===== config.mk =====
export PLATFORM = sky130hd
export DESIGN_NAME = clock_core
export DESIGN_NICKNAME = d
export VERILOG_FILES = /design/src/rtl/clock_pkg.sv /design/src/rtl/clock_core_tick_gen.sv /design/src/rtl/clock_core.sv
export SDC_FILE = /design/constraint.sdc
export NUM_CORES = 1
export LEC_CHECK = 0
export CORE_ASPECT_RATIO = 1.5
export CORE_MARGIN = 10
export CORE_UTILIZATION = 58
export CTS_BUF_LIST = sky130_fd_sc_hd__clkbuf_8
export DETAILED_ROUTE_END_ITERATION = 10
export GPL_ROUTABILITY_DRIVEN = 0
export HOLD_SLACK_MARGIN = 0.06
export PLACE_DENSITY = 0.84
export SKIP_LAST_GASP = 1
export SYNTH_ARGS = -nofsm -noshare
export SYNTH_HDL_FRONTEND = slang
export SYNTH_HIERARCHICAL = 1
export SYNTH_SLANG_ARGS = --single-unit

===== constraint.sdc =====
create_clock -name clock -period 3.2 [get_ports clock]
set_input_delay 0.32 -clock clock [delete_from_list [all_inputs] [get_ports clock]]
set_output_delay 0.32 -clock clock [all_outputs]
set_load 0.02 [all_outputs]

===== src/rtl/clock_pkg.sv =====
// Shared widths, limits and state encoding for the time-of-day keeper.
package clock_pkg;

  localparam int HR_W  = 5;
  localparam int MIN_W = 6;
  localparam int SEC_W = 6;

  localparam logic [HR_W-1:0]  HR_MAX  = 5'd23;
  localparam logic [MIN_W-1:0] MIN_MAX = 6'd59;
  localparam logic [SEC_W-1:0] SEC_MAX = 6'd59;

  typedef enum logic [1:0] {
    UNSYNCED = 2'd0,
    REQUEST  = 2'd1,
    RUNNING  = 2'd2
  } clock_state_t;

  function automatic logic time_valid(input logic [HR_W-1:0]  h,
                                      input logic [MIN_W-1:0] m,
                                      input logic [SEC_W-1:0] s);
    return (h <= HR_MAX) && (m <= MIN_MAX) && (s <= SEC_MAX);
  endfunction

endpackage


===== src/rtl/clock_core_tick_gen.sv =====
// Prescaler dividing clk down to a one-second tick; clear restarts the second.
module tick_gen #(
  parameter int unsigned CLK_HZ = 50_000_000
) (
  input  logic clock,
  input  logic reset_n,
  input  logic clear,
  output logic wrap,
  output logic tick
);

  localparam int unsigned PW = (CLK_HZ > 1) ? $clog2(CLK_HZ) : 1;
  localparam logic [PW-1:0] TC = PW'(CLK_HZ - 1);

  logic [PW-1:0] presc;

  // wrap lets the owner update time on the same edge that registers tick
  assign wrap = (presc == TC);

  always_ff @(posedge clock or negedge reset_n) begin
    if (!reset_n) begin
      presc <= '0;
      tick  <= 1'b0;
    end else begin
      tick <= wrap;
      if (clear || wrap) presc <= '0;
      else               presc <= presc + 1'b1;
    end
  end

endmodule


===== src/rtl/clock_core.sv =====
// Time-of-day keeper with host sync handshake. Periodic resync is built only
// when CLOCK_CORE_RESYNC_EN is defined; otherwise RUNNING is terminal.
//
// state    | meaning
// UNSYNCED | after reset or failed request; counting from whatever time is held
// REQUEST  | request=1, waiting for a valid host load or timeout
// RUNNING  | normal counting
module clock_core
  import clock_pkg::*;
#(
  parameter int unsigned CLK_HZ    = 50_000_000,
  parameter int unsigned RESYNC_S  = 3600,
  parameter int unsigned TIMEOUT_S = 5
) (
  input  logic             clock,
  input  logic             reset_n,
  input  logic [HR_W-1:0]  set_hr,
  input  logic [MIN_W-1:0] set_min,
  input  logic [SEC_W-1:0] set_sec,
  input  logic             set_done,
  output logic [HR_W-1:0]  hr,
  output logic [MIN_W-1:0] min,
  output logic [SEC_W-1:0] sec,
  output logic             request,
  output logic             tick,
  output logic             synced,
  output logic             load_err
);

  // One width serves both the timeout and resync counters
  localparam int unsigned CNT_MAX = (TIMEOUT_S > RESYNC_S) ? TIMEOUT_S : RESYNC_S;
  localparam int unsigned CNT_W   = $clog2(CNT_MAX + 1);

  clock_state_t     state;
  logic [CNT_W-1:0] tcnt;
  logic             wrap;
  logic             load_ok;

  assign load_ok = set_done && time_valid(set_hr, set_min, set_sec);

  tick_gen #(.CLK_HZ(CLK_HZ)) u_tick_gen (
    .clock   (clock),
    .reset_n (reset_n),
    .clear   (load_ok),
    .wrap    (wrap),
    .tick    (tick)
  );

  always_ff @(posedge clock or negedge reset_n) begin
    if (!reset_n) begin
      hr  <= '0;
      min <= '0;
      sec <= '0;
    end else if (load_ok) begin
      hr  <= set_hr;
      min <= set_min;
      sec <= set_sec;
    end else if (wrap) begin
      if (sec == SEC_MAX) begin
        sec <= '0;
        if (min == MIN_MAX) begin
          min <= '0;
          hr  <= (hr == HR_MAX) ? '0 : hr + 1'b1;
        end else begin
          min <= min + 1'b1;
        end
      end else begin
        sec <= sec + 1'b1;
      end
    end
  end

`ifdef CLOCK_CORE_RESYNC_EN
  logic [CNT_W-1:0] rcnt;
`endif

  always_ff @(posedge clock or negedge reset_n) begin
    if (!reset_n) begin
      state    <= UNSYNCED;
      request  <= 1'b0;
      synced   <= 1'b0;
      load_err <= 1'b0;
      tcnt     <= '0;
`ifdef CLOCK_CORE_RESYNC_EN
      rcnt     <= '0;
`endif
    end else if (load_ok) begin
      state    <= RUNNING;
      request  <= 1'b0;
      synced   <= 1'b1;
      load_err <= 1'b0;
      tcnt     <= '0;
`ifdef CLOCK_CORE_RESYNC_EN
      rcnt     <= '0;
`endif
    end else begin
      if (set_done) load_err <= 1'b1;
      case (state)
        UNSYNCED: begin
          state   <= REQUEST;
          request <= 1'b1;
          tcnt    <= '0;
        end
        REQUEST: begin
          if (wrap) begin
            if (tcnt == CNT_W'(TIMEOUT_S - 1)) begin
              request <= 1'b0;
              state   <= synced ? RUNNING : UNSYNCED;
`ifdef CLOCK_CORE_RESYNC_EN
              rcnt    <= '0;
`endif
            end else begin
              tcnt <= tcnt + 1'b1;
            end
          end
        end
        RUNNING: begin
`ifdef CLOCK_CORE_RESYNC_EN
          if (wrap) begin
            if (rcnt == CNT_W'(RESYNC_S - 1)) begin
              state   <= REQUEST;
              request <= 1'b1;
              tcnt    <= '0;
            end else begin
              rcnt <= rcnt + 1'b1;
            end
          end
`else
          state <= RUNNING;
`endif
        end
        default: begin
          state   <= UNSYNCED;
          request <= 1'b0;
        end
      endcase
    end
  end

endmodule


# Word level (Yosys, flattened, before mapping)
# Index checks and enable logic that the tools add are counted.
# totals
register_bits,61
# op_classes
add_sub_neg,5
n_lt_le_gt_ge,3
eq_ne,11
muxes,28
n_reduce_logical,15
# op_table
op,count
$mux W6,7
$mux W12,3
$add A26 B1 Y26 const B,1
$eq A26 B26 Y1 const B,1
$mux W26,1
$mux W5,5
$pmux W12 S2,1
$add A12 B1 Y12 const B,1
$add A6 B1 Y6 const B,2
$eq A12 B3 Y1 const B,1
$eq A6 B6 Y1 const B,2
$le A6 B6 Y1 const B,2
$reduce_and A3 Y1,3
$mux W2,4
$reduce_bool A2 Y1,4
$ne A3 B2 Y1 const B,2
$pmux W2 S3,1
$add A5 B1 Y5 const B,1
$eq A5 B5 Y1 const B,1
$le A5 B5 Y1 const B,1
$mux W1,5
$reduce_and A2 Y1,2
$logic_and A1 B1 Y1,3
$ne A3 B1 Y1 const B,1
other kinds (7),7

# Longest topological paths before layout
# Gate-level depths: netlist of the first run.
# depth
ltp_word,6
ltp_mapped,10
depth_no_buf,9

# By module
# The synthesis of the first run kept the hierarchy.
# modules_own_cells
mod,instances,cells_each,area_per_inst_um2,seq_area_each_um2
clock_core,1,230,1959.4,850.8
tick_gen,1,145,1410.1,675.6

# Worst setup path before layout of the first run
# OpenSTA, ideal clock, no wires.
# synth_path
path_type,register to register
start,register u_tick_gen.presc[0]
end,register min[5]
t_arrival_ns,2.443
setup_slack_ns,0.675
path_stages_with_launch,10
path_buffers,1
synth_period_minus_slack_ns,2.525
path_cell_list,dfrtp_1 -> ha_1 -> and4_1 -> nand4_1 -> nor3_1 -> nand2_1 -> or3_1 -> buf_6 -> or3_1 -> a31oi_1
# synth_between
elab_chain_len,3
# synth_rtl
item,line_no,source
"start, declared",clock_core_tick_gen.sv:15,logic [PW-1:0] presc;
"start signal, assigned",clock_core_tick_gen.sv:27,else presc <= presc + 1'b1;
$eq A26 B26 Y1,clock_core_tick_gen.sv:18,assign wrap = (presc == TC);
named net wrap,clock_core.sv:36,logic wrap;
$reduce_bool A2 Y1 (no line),--,
$reduce_and A2 Y1 (no line),--,
"end signal, assigned",clock_core.sv:56,min <= set_min;
"end signal, assigned",clock_core.sv:65,min <= min + 1'b1;
"end, declared",clock_core.sv:22,"output logic [MIN_W-1:0] min,"
# The timed path passes the listed nets, and every way through them passes these cells.
# A chain may end at the register's enable or synchronous reset.

# Worst setup path in the final report of the first run
# layout_path
start,register u_tick_gen.presc[16]
end,register tcnt[11]
# layout_between
elab_chain_len,3
# layout_rtl
item,line_no,source
$eq A26 B26 Y1,clock_core_tick_gen.sv:18,
named net wrap,clock_core.sv:36,
$ne A3 B1 Y1 (no line),--,
$reduce_and A3 Y1 (no line),--,
"end signal, assigned",clock_core.sv:113,tcnt <= tcnt + 1'b1;
"end, declared",clock_core.sv:35,logic [CNT_W-1:0] tcnt;
# The timed path passes the listed nets, and every way through them passes these cells.

==> results of run 1 <==
-- per-stage QoR --
step | power (mW) | setup slack, ps | instances | cell area [um2]
after global placement | 1.36 | 581 | 477 | 3830
after CTS | 1.99 | 451 | 493 | 4020
final | 1.98 | 398 | 493 | 4020
after global routing | 2.09 | 156 | 493 | 4020
after detailed placement | 1.37 | 463 | 477 | 3830
after floorplan | 1.17 | 675 | 375 | 3370
-- worst register-to-register path, delay by kind of cell, from the launching register on --
| family | cells | cell delay [ps] |
|---|---|---|
| simple gates | 6 | 1290 |
| compound gates | 1 | 490 |
| flops | 1 | 450 |
| buf+inv | 1 | 260 |
| xor+xnor | 1 | 180 |
-- cell type report --
cell class | instances | share of cell area (%)
flip-flops and latches | 61 | 38.0
repair buffers | 46 | 11.0
multi-input cells | 292 | 43.5
clock buffers | 12 | 4.11
inverters | 9 | 0.841
clock inverters | 3 | 0.312
well taps | 70 | 2.18
-- placed cells by master (no fill, tap or decap), types with 3 or more instances in the layout --
cell	synthesis	routed
o21ai_0	21	21
a21oi_1	26	26
nand2b_1	3	3
o211ai_1	4	4
or3_1	9	9
and4_1	5	5
nor2_1	41	41
nand4_1	19	19
nand2_1	35	35
and3_1	8	8
nor3b_1	4	4
nand3_1	22	22
dfrtp_1	61	61
clkbuf_8	0	12
ha_1	7	7
xnor2_1	6	6
or4_1	7	7
inv_1	9	11
xor2_1	13	13
nand3b_1	4	4
buf_4	0	5
clkdlybuf4s50_1	0	39
a31oi_1	10	10
nor4b_1	4	4
o31ai_1	5	5
nor3_1	12	12
nor4_1	3	3
-- final timing paths --
path / startpoint / to / slack [ps]
worst max-delay path: u_tick_gen/presc[16] / tcnt[11] / 400
worst min register to register: load_err / load_err / 490
worst max register to register: u_tick_gen/presc[16] / tcnt[11] / 400
min in group clock: load_err / load_err / 490
worst min-delay path: reset_n / tcnt[8] / 440
max in group asynchronous: reset_n / sec[4] / 1870
-- kinds of logic after synthesis --
| family | after synthesis | share of synthesized area, % |
|---|---|---|
| AO/OA/AOI/OAI | 77 | 13.8 |
| buffers and inverters | 22 | 2.86 |
| flip-flops | 61 | 45.3 |
| multiplexers | 2 | 0.594 |
| adder cells (fa/ha/maj) | 7 | 2.60 |
| AND/OR/NAND/NOR | 187 | 29.9 |
| XOR/XNOR | 19 | 4.94 |
-- layer usage --
metal	share of wire [%]	GRT usage, %
met4	2.6	8.43
met2	51	30.2
met1	39	22.1
met5	0	0
met3	7.0	5.71
-- where the power goes --
| group | internal, mW | switching (mW) |
|---|---|---|
| clock network | 0.333 | 0.288 |
| registers | 0.838 | 0.108 |
| logic | 0.189 | 0.226 |
| total | 1.36 | 0.621 |
-- flip-flops by register name, indices dropped and copies added (netlist names) --
register          count
sec                   6
tcnt                 12
state                 2
hr                    5
load_err              1
min                   6
u_tick_gen/presc     26
u_tick_gen/tick       1
request               1
synced                1
==> flow_summary.toml, run 1 <==
[run]
maxCapViolations = 0

[sta]
rsz0062_at_grt = "false"
setup_tns_ps = 0
fin_skew_ps = 5.65
relSlewSlack_pct = 55.2
timing.fmax_mhz = 357
tightestPinTransition_ps = 668
setup_viol = 0
post-route-period-util_pct = 87.6
drv_slew = 0
min_period_ps = 2800
hold_violations = 0
holdWs_ps = 441

[synth]
syn_inst = 375
ys_seq_elements = 61
synth_nets = 402
syn_area_um2 = 3370
synth.avg_cell_area_um2 = 8.99
yosysTopAreaCell = "dfrtp_1"
yosysSeqAreaShare_pct = 45.3
synth_area_leaders = "dfrtp_1, nor2_1, nand2_1"
ys_warn_count = 6
ys_async_sr_fraction_pct = 100
synth-edff-count = 0
synth_most_common_cell = "dfrtp_1"
synth_ff_type = "dfrtp_1"
synthDominantCellAreaShare_pct = 45.3
ys_types = 48
synth_top_cells_by_count = "dfrtp_1, nor2_1, nand2_1"

[worst_setup_path]
critPathMaxFanout = 14
reg2reg_depth = 9
critPathTopFamily = "simple AND/OR/NAND/NOR gates"
crit_arrival_ps = 3010
cp-start-kind = "flop"
setup.worst_path.end_class = "flop"
cp.depth = 9
path_buf_inv = 1
crit_required_ps = 3410
critPathKind = "flop to flop"
slowest_delay_ps = 490
crit_chain = "nor4b_1, nand3b_1, nor3_1, buf_4, and2b_1, a41oi_1, nand4_1, xor2_1, nor2_1"
slowest_stage = "a41oi_1"

[routing]
vias = 3098
drc = 0
drtIter0Drc = 339
dr.pass1.iters = 4
via_per_inst = 6.28
wire_per_inst_um = 17.0
postRouteWirelength_um = 8380
antenna_left = 0

[status]
outcome = "completed"

[clock_tree]
cts_sinks = 61
clk_latency_ps = 340
h-tree-depth = 3
cts_tree = "built"
cts_root_buffer = "clkbuf_8"
clock_path_buffers = 2
cts-buffers-inserted = 9
cts_setup_buffers = 0
post_cts_resized = 0
postCtsHoldBufs = 1
clkTransAtPathRegs_ps = 60

[cells_and_area]
fillers = 414
diodes = 0
fin_util_pct = 72.0
drive_above_1_share_pct = 6.15
layout.nets = 446
area_growth_pct = 19.2
seqCellArea_um2 = 1530
multi_input_area_um2 = 1750

[pwr]
power_density_nw_per_um2 = 494
vdd_drop_max_mv = 0.395
leakage_nw = 1.60

[min_path]
hold_path.class = "input pin to asynchronous set/reset pin"

[place]
hpwl_um = 6010
port_buffers = 40

[global_route]
grt_pass1_vias = 3005
antenna_found_initial = 0
grt_start_max_net_pins = 44
grt_pass1_wl_um = 14100
grt_use_total_pct = 18.8
grt.overflow.total = 0

[floorplan]
core_area_um2 = 5570
rows = 33
start_util_pct = 60.4
die_x_um = 82.2
die_h_um = 113
dieArea_um2 = 9320
pin_count = 41
Power figures use the tool's default switching activity.
==> run 2, diff against run 1 <==
--- a/config.mk
+++ b/config.mk
@@ -7,5 +7,4 @@
 export LEC_CHECK = 0
 export CORE_ASPECT_RATIO = 1.5
-export CORE_MARGIN = 10
 export CORE_UTILIZATION = 58
 export CTS_BUF_LIST = sky130_fd_sc_hd__clkbuf_8
==> constraint.sdc (replaced) <==
create_clock -name clock -period 3.2 [get_ports clock]
set_input_delay 0.64 -clock clock [delete_from_list [all_inputs] [get_ports clock]]
set_output_delay 0.64 -clock clock [all_outputs]
set_load 0.02 [all_outputs]
==> run 2 against run 1 <==
Against the previous run: clock power increased by 26%; final cell count unchanged; clock skew increased by 6.2 ps; clock-buffer cell count decreased by 1; critical endpoint is now hr[0]; first-iteration DRC count decreased by 15%; global-route usage increased by 11 points.
==> flow_summary.toml, run 2 (synthesis results as in run 1) <==
[sta]
min_period_ps = 2830
hold_violations = 0
timing.fmax_mhz = 353
post-route-period-util_pct = 88.6
drv_slew = 0
relSlewSlack_pct = 31.1
setup_viol = 0
setup_tns_ps = 0
tightestPinTransition_ps = 1030
fin_skew_ps = 11.9
rsz0062_at_grt = "false"

[floorplan]
die_x_um = 64.2
dieArea_um2 = 6120
pin_count = 41
rows = 33
die_h_um = 95.4
start_util_pct = 60.9
core_area_um2 = 5530

[cells_and_area]
largest_register_ffs = 26
layout.nets = 445
drive_above_1_share_pct = 6.38
final_common_cell = "dfrtp_1"
fin_util_pct = 73.3
reg.largest.list = "u_tick_gen/presc: 26 flops, tcnt: 12 flops"
area_growth_pct = 20.3
fillers = 423
layout_common_cells = "dfrtp_1, nor2_1, clkdlybuf4s50_1, nand2_1, a21oi_1"
diodes = 0
seqCellArea_um2 = 1530
regMostFlops = "u_tick_gen/presc"
multi_input_area_um2 = 1750

[worst_setup_path]
crit_arrival_ps = 3110
crit_required_ps = 3470
critPathMaxFanout = 11
cp-start-kind = "flop"
setup.worst_path.end_class = "flop"
critPathKind = "flop to flop"

[routing]
wl_met2_um = 4280
met3_length_um = 356
vias = 3109
wirelength_met1_um = 3230
via_per_inst = 6.31
highest-signal-layer = "met4"
antenna_left = 0
wire_per_inst_um = 16.4
dr.pass1.iters = 4
drc = 0
postRouteWirelength_um = 8100
drtIter0Drc = 288

[global_route]
grt_start_max_net_pins = 62
grt.overflow.total = 0
antenna_found_initial = 0
grt_pass1_vias = 2991
grt_use_total_pct = 29.8
grt_pass1_wl_um = 13800

[clock_tree]
cts_setup_buffers = 0
cts-buffers-inserted = 9
h-tree-depth = 3
cts_sinks = 61
clk_latency_ps = 350
post_cts_resized = 0
cts_root_buffer = "clkbuf_8"
clock_path_buffers = 2
clkTransAtPathRegs_ps = 70
cts_tree = "built"
postCtsHoldBufs = 0

[place]
port_buffers = 40
hpwl_um = 5580

[run]
maxCapViolations = 0

[status]
outcome = "completed"

[pwr]
leakage_nw = 1.62
power_density_nw_per_um2 = 527
vdd_drop_max_mv = 0.468

[min_path]
hold_path.class = "input pin to asynchronous set/reset pin"
==> run 2: changes by cell type in the layout (fill, tap and decap cells not counted), sizes merged <==
| cell | previous run | this run |
|---|---|---|
| clkinv | 1 | 0 |
| clkinvlp | 0 | 1 |
| dlygate4sd3 | 1 | 0 |
| bufinv | 0 | 2 |
| clkbuf | 12 | 11 |
==> run 2: final timing paths <==
check                           slack (ps)                 start  depth (start not counted)  endpoint
min in group clock                     500              load_err                          2  load_err
worst min-delay path                   430               reset_n                          2   tcnt[9]
worst min register to register         500              load_err                          2  load_err
max in group asynchronous             2240               reset_n                          2    sec[3]
worst max register to register         370  u_tick_gen/presc[16]                          8     hr[0]
worst max-delay path                   370  u_tick_gen/presc[16]                          8     hr[0]
==> run 2: power breakdown <==
part | switching [mW] | internal (mW)
sequential | 0.108 | 0.838
combinational | 0.221 | 0.188
clock | 0.306 | 0.475
total | 0.635 | 1.50
==> run 2: metal layers <==
metal	global-route usage (%)	vias to the layer above
li1	-	1480
met2	52.4	98
met1	33.5	1509
met3	6.34	22
met4	16.7	0
met5	0	-
==> run 2: area by class of cell <==
class	count	area share (%)
Multi-Input combinational cell	292	43.1
Inverter	9	0.833
Clock buffer	11	3.73
Sequential cell	61	37.7
Clock inverter	5	1.85
Tap cell	70	2.16
Timing Repair Buffer	45	10.7
==> run 2: worst max-delay path, stage by stage, from the launching register on <==
cell	delay, ps
dfrtp_1	450
nor4b_1	370
nand3b_1	190
nor3_1	280
nand2_1	150
or3_1	530
o21ai_0	540
nor2_1	100
a21oi_1	150
==> run 2: stage by stage <==
stage | cells | cell area (um2) | worst slack [ps] | hold WS (ps) | power, mW
2_1_floorplan | 375 | 3370 | 675 | 344 | 1.17
3_3_place_gp | 477 | 3830 | 574 | 474 | 1.35
3_5_place_dp | 477 | 3830 | 459 | 492 | 1.37
4_1_cts | 493 | 4050 | 395 | 461 | 2.15
5_1_grt | 493 | 4050 | 23.0 | 504 | 2.24
6_report | 493 | 4050 | 366 | 425 | 2.14
==> run 3, diff against run 2 <==
- SKIP_LAST_GASP: 1 -> default
==> results of run 3 <==
No change in the layout: final DEF, timing and power equal those of run 2.
